--- src/rtl/debounce_pkg.sv ---
// rtl/debounce_pkg.sv - shared defaults for the push-button debounce path
package debounce_pkg;

    localparam int DEBOUNCE_CYCLES_DEF = 250000;
    localparam int LONG_CYCLES_DEF     = 25000000;
    localparam int CNT_W_DEF           = 4;

endpackage

--- src/rtl/debounce_chan.sv ---
// rtl/debounce_chan.sv - one button: synchroniser, debounce, hold timer, pulses, press counter
module debounce_chan
    import debounce_pkg::*;
#(
    parameter int DEBOUNCE_CYCLES = DEBOUNCE_CYCLES_DEF,
    parameter int LONG_CYCLES     = LONG_CYCLES_DEF,
    parameter int CNT_W           = CNT_W_DEF
) (
    input  logic             clk,
    input  logic             reset,
    input  logic             i_btn,
    output logic             o_level,
    output logic             o_press,
    output logic             o_release,
    output logic             o_long,
    output logic [CNT_W-1:0] o_count
);

    localparam int DB_W   = $clog2(DEBOUNCE_CYCLES + 1);
    localparam int HOLD_W = $clog2(LONG_CYCLES + 1);

    localparam logic [DB_W-1:0]   DB_LAST   = DB_W'(DEBOUNCE_CYCLES - 1);
    localparam logic [HOLD_W-1:0] HOLD_MAX  = HOLD_W'(LONG_CYCLES);
    localparam logic [HOLD_W-1:0] HOLD_LAST = HOLD_W'(LONG_CYCLES - 1);

    logic              r_s1;
    logic              r_s2;
    logic              r_state;
    logic [DB_W-1:0]   r_db_cnt;
    logic [HOLD_W-1:0] r_hold;
    logic              r_press;
    logic              r_release;
    logic              r_long;
    logic [CNT_W-1:0]  r_count;

    always_ff @(posedge clk) begin
        if (reset) begin
            r_s1      <= 1'b0;
            r_s2      <= 1'b0;
            r_state   <= 1'b0;
            r_db_cnt  <= '0;
            r_hold    <= '0;
            r_press   <= 1'b0;
            r_release <= 1'b0;
            r_long    <= 1'b0;
            r_count   <= '0;
        end else begin
            r_s1      <= i_btn;
            r_s2      <= r_s1;
            r_press   <= 1'b0;
            r_release <= 1'b0;

            // Any return to the accepted level restarts the qualification window.
            if (r_s2 == r_state) begin
                r_db_cnt <= '0;
            end else if (r_db_cnt == DB_LAST) begin
                r_state   <= r_s2;
                r_db_cnt  <= '0;
                r_press   <= r_s2;
                r_release <= ~r_s2;
                if (r_s2) begin
                    r_count <= r_count + CNT_W'(1);
                end
            end else begin
                r_db_cnt <= r_db_cnt + DB_W'(1);
            end

            // Saturating hold timer guarantees a single long pulse per press.
            if (!r_state) begin
                r_hold <= '0;
            end else if (r_hold != HOLD_MAX) begin
                r_hold <= r_hold + HOLD_W'(1);
            end
            r_long <= r_state && (r_hold == HOLD_LAST);
        end
    end

    assign o_level   = r_state;
    assign o_press   = r_press;
    assign o_release = r_release;
    assign o_long    = r_long;
    assign o_count   = r_count;

endmodule

--- src/rtl/button_debounce.sv ---
// rtl/button_debounce.sv - NUM_BTN independent debounced button channels
module button_debounce
    import debounce_pkg::*;
#(
    parameter int NUM_BTN         = 4,
    parameter int DEBOUNCE_CYCLES = DEBOUNCE_CYCLES_DEF,
    parameter int LONG_CYCLES     = LONG_CYCLES_DEF,
    parameter int CNT_W           = CNT_W_DEF
) (
    input  logic                     clk,
    input  logic                     reset,
    input  logic [NUM_BTN-1:0]       btn_in,
    output logic [NUM_BTN-1:0]       btn_level,
    output logic [NUM_BTN-1:0]       btn_press,
    output logic [NUM_BTN-1:0]       btn_release,
    output logic [NUM_BTN-1:0]       btn_long,
    output logic [NUM_BTN*CNT_W-1:0] press_count
);

    for (genvar i = 0; i < NUM_BTN; i++) begin : g_chan
        debounce_chan #(
            .DEBOUNCE_CYCLES (DEBOUNCE_CYCLES),
            .LONG_CYCLES     (LONG_CYCLES),
            .CNT_W           (CNT_W)
        ) u_chan (
            .clk       (clk),
            .reset     (reset),
            .i_btn     (btn_in[i]),
            .o_level   (btn_level[i]),
            .o_press   (btn_press[i]),
            .o_release (btn_release[i]),
            .o_long    (btn_long[i]),
            .o_count   (press_count[i*CNT_W +: CNT_W])
        );
    end

endmodule

--- config.mk ---
export PLATFORM = sky130hd
export DESIGN_NAME = button_debounce
export DESIGN_NICKNAME = d
export VERILOG_FILES = /design/src/rtl/debounce_pkg.sv /design/src/rtl/debounce_chan.sv /design/src/rtl/button_debounce.sv
export SDC_FILE = /design/constraint.sdc
export NUM_CORES = 1
export LEC_CHECK = 0
export BUFFER_PORTS_ARGS = -buffer_cell sky130_fd_sc_hd__clkbuf_2
export CORE_MARGIN = 2
export CORE_UTILIZATION = 50
export DETAILED_ROUTE_END_ITERATION = 10
export PLACE_DENSITY = 0.67
export SLEW_MARGIN = 30
export SYNTH_ARGS = -nofsm -noshare
export SYNTH_HDL_FRONTEND = slang
export SYNTH_SLANG_ARGS = --single-unit
--- constraint.sdc ---
create_clock -name clk -period 2.8 [get_ports clk]
set_clock_uncertainty 0.05 [all_clocks]
set_input_delay 0.56 -clock clk [delete_from_list [all_inputs] [get_ports clk]]
set_output_delay 0.56 -clock clk [all_outputs]
set_load 0.02 [all_outputs]
==> qor.csv <==
stage;metric;value;unit
global_route;grt_remaining_overflow;0;
synthesis;netlist_top_cells_count;dfxtp_1 (212), nor2_1 (193), xor2_1 (79);
place;io_buffer_count;37;
place;hpwl;10700;um
clock_network;post-cts-setup-buffer-count;0;
status;status;finished, final reports clean;
synthesis;synth_top_flop_cell;dfxtp_1;
synthesis;synth_seq_area_share;0.458;
floorplan;start_util;0.513;
critical_path;timing.critical_path.fanout_max;16;
routing;route.detailed.vias_per_inst;5.20;
global_route;grt_pass1_vias;6333;
global_route;pin_count_of_the_biggest_net_entering_global_routing;28;
routing;route.detailed.drc;0;
floorplan;design.die.area;19700;um2
sta;setup-tns-final;0;ps
critical_path;setup.worst_path.start_class;flop;
pwr;static-leakage-power;0.00334;uW
synthesis;postSynthAreaPerCell;8.74;um2
place;gp_congestion;0.787;
critical_path;required_worst_endpoint;3130;ps
flow_run;maxCapViolCount;0;
synthesis;register_bit_count_reported_by_yosys;212;
synthesis;synth.most_common_cell;dfxtp_1;
sta;rsz_0062_raised_after_global_routing;no;
synthesis;synth_top_cells_by_area;dfxtp_1 (46%), nor2_1 (7.8%), xor2_1 (7.5%), xnor2_1 (6.6%), nand3_1 (3.8%);
clock_network;clk_root_buffer_cell;clkbuf_16;
cells_and_area;fin_cells;1331;
synthesis;synthesis.nets;1083;
synthesis;synthCells;1061;
routing;detail_route.first_pass.iterations;4;
synthesis;yosysTopAreaCellShare;0.458;
synthesis;synth.cell_area;9270;um2
floorplan;rows;49;
clock_network;hold_buffers;0;
cells_and_area;fraction_of_final_layout_cells_sized_beyond_drive_strength_1;0.0917;
routing;final_antenna_net_count;0;
routing;post_drt_wl_per_cell;11.9;um
pwr;ir_worst_vdd;0.000456;V
synthesis;ys_warn_count;0;
sta;timing.final.crit_share;0.763;
clock_network;insertion_delay;510;ps
clock_network;clock_tree_from_tritoncts;built;
floorplan;die_outline_height;140;um
clock_network;tritoncts.num_buffers;23;
place;placement.setup.worst_slack;685;ps
critical_path;critical_path.endpoint_type;flop;
sta;slew-limit-headroom;0.489;
sta;final_max_slew_viol_count;0;
clock_network;cts.clk_slew.worst_paths;60;ps
sta;setup_slack;664;ps
cells_and_area;diodes_inserted;0;
critical_path;path_class;flop to flop;
synthesis;proportion_of_register_bits_with_asynchronous_set_or_reset_after_synthesis;0;
global_route;antenna_found_initial;0;
clock_network;cts.repair.resized;0;
sta;layout_min_cycle_time;2140;ps
clock_network;cts.path.max_buffers;3;
synthesis;post_synth_top_area_cell;dfxtp_1;
place;placed_cells;1291;
clock_network;clock_sink_count;212;
pwr;power.density;580;nW/um2
floorplan;std_cell_core_area;18100;um2
routing;wirelength;15900;um
cells_and_area;syn_to_final_growth;11.1;%
floorplan;design.portCount;38;
cells_and_area;nNetsFinal;1109;
floorplan;die_width;140;um
synthesis;yosys.cell_types.count;42;
global_route;groute.usage.overall;0.165;
worst_hold_path;timing.hold.worst.class;input port to flop;
sta;hold_violations;0;
sta;tightestPinTransition;759;ps
sta;timing.fmax;0.468;GHz
clock_network;cts_h_tree_depth;1;
critical_path;worst_ep_arrival_time;2470;ps
routing;drt_first_iter_violations;323;
routing;via_count;6924;
global_route;grt_pass1_wl;28400;um
sta;finalSetupViolations;0;
synthesis;number_of_synthesized_flops_with_an_enable_pin;0;
## cells in the final DEF (no fill, tap or decap), types with 5 or more instances in the layout
cell and n:
nor4b_1 6, buf_4 9, nor2_1 193, a21oi_1 29
nor4_1 23, and2_1 6, nor3_1 39, nand3b_1 6
and4_1 10, nand2_1 59, inv_1 29, nand4_1 44
clkbuf_2 37, xnor2_1 70, or3_1 19, ha_1 16
o21ai_0 18, nor2b_1 11, nand3_1 71, nand2b_1 13
or4_1 8, mux2i_1 9, xor2_1 79, or2_2 5
and3_1 20, clkbuf_8 6, dfxtp_1 212, clkbuf_16 23
## through the flow
stage,util,total power (uW),hold WS (ps),cell area (um2)
after floorplan,-,3120,364,9270
after global placement,0.529,3130,370,9570
after detailed placement,0.529,3130,372,9570
after CTS,0.570,6080,198,10300
after global routing,0.570,6190,244,10300
final,0.570,5980,214,10300
## logic make-up (layout without fill, tap and decap cells)
logic type               after synthesis  count (layout)  synth area share
flip-flops                           212             212             0.458
XOR/XNOR                             149             149             0.141
buffers and inverters                 74             115            0.0383
AND/OR/NAND/NOR                      551             551             0.304
AO/OA/AOI/OAI                         49              49            0.0273
adder cells (fa/ha/maj)               16              16            0.0216
multiplexers                          10              10            0.0109
## flip-flops by register name, indices dropped and copies added, names as in the netlist
name	count
g_chan.u_chan.o_level	4
g_chan.u_chan.r_s1	4
g_chan.u_chan.r_hold	100
g_chan.u_chan.o_press	4
g_chan.u_chan.o_release	4
g_chan.u_chan.o_long	4
g_chan.u_chan.o_count	16
g_chan.u_chan.r_s2	4
g_chan.u_chan.r_db_cnt	72
## layer usage
metal,vias up,wire [um],GRT usage
met1,3185,8270,0.236
li1,3653,-,-
met5,-,0,0
met4,0,261,0.0409
met2,62,6740,0.261
met3,24,582,0.0291
## power breakdown
part	total, uW	switching (uW)	leakage, uW	internal [uW]
combinational	34.0	23.2	0.00127	10.9
sequential	3030	4.52	0.00171	3020
clock	2920	1160	0.000366	1760
## worst paths after layout
path | startpoint | to | cells past startpoint | slack (ps)
worst max-delay path | g_chan[3].u_chan.r_db_cnt[0] | g_chan[3].u_chan.r_db_cnt[10] | 6 | 660
worst min-delay path | btn_in[3] | g_chan[3].u_chan.r_s1 | 2 | 210
worst max register to register | g_chan[3].u_chan.r_db_cnt[0] | g_chan[3].u_chan.r_db_cnt[10] | 6 | 660
worst min register to register | g_chan[1].u_chan.r_s1 | g_chan[1].u_chan.r_s2 | 1 | 400
## area by class of cell
class,count,area [um2]
fillers,1645,7780
multi-input cells,775,4670
flip-flops and latches,212,4240
clock buffers,33,673
well taps,229,287
repair buffers,46,253
inverters,29,109
clock inverters,7,66.3
## worst max-delay path, stage by stage (launching register included)
cell and delay (ps):
dfxtp_1 400, ha_1 240, nand3_1 130, or4_4 530, or2_1 320, nand2_2 270
nor2_1 90
(Power assumes the default switching activity.)
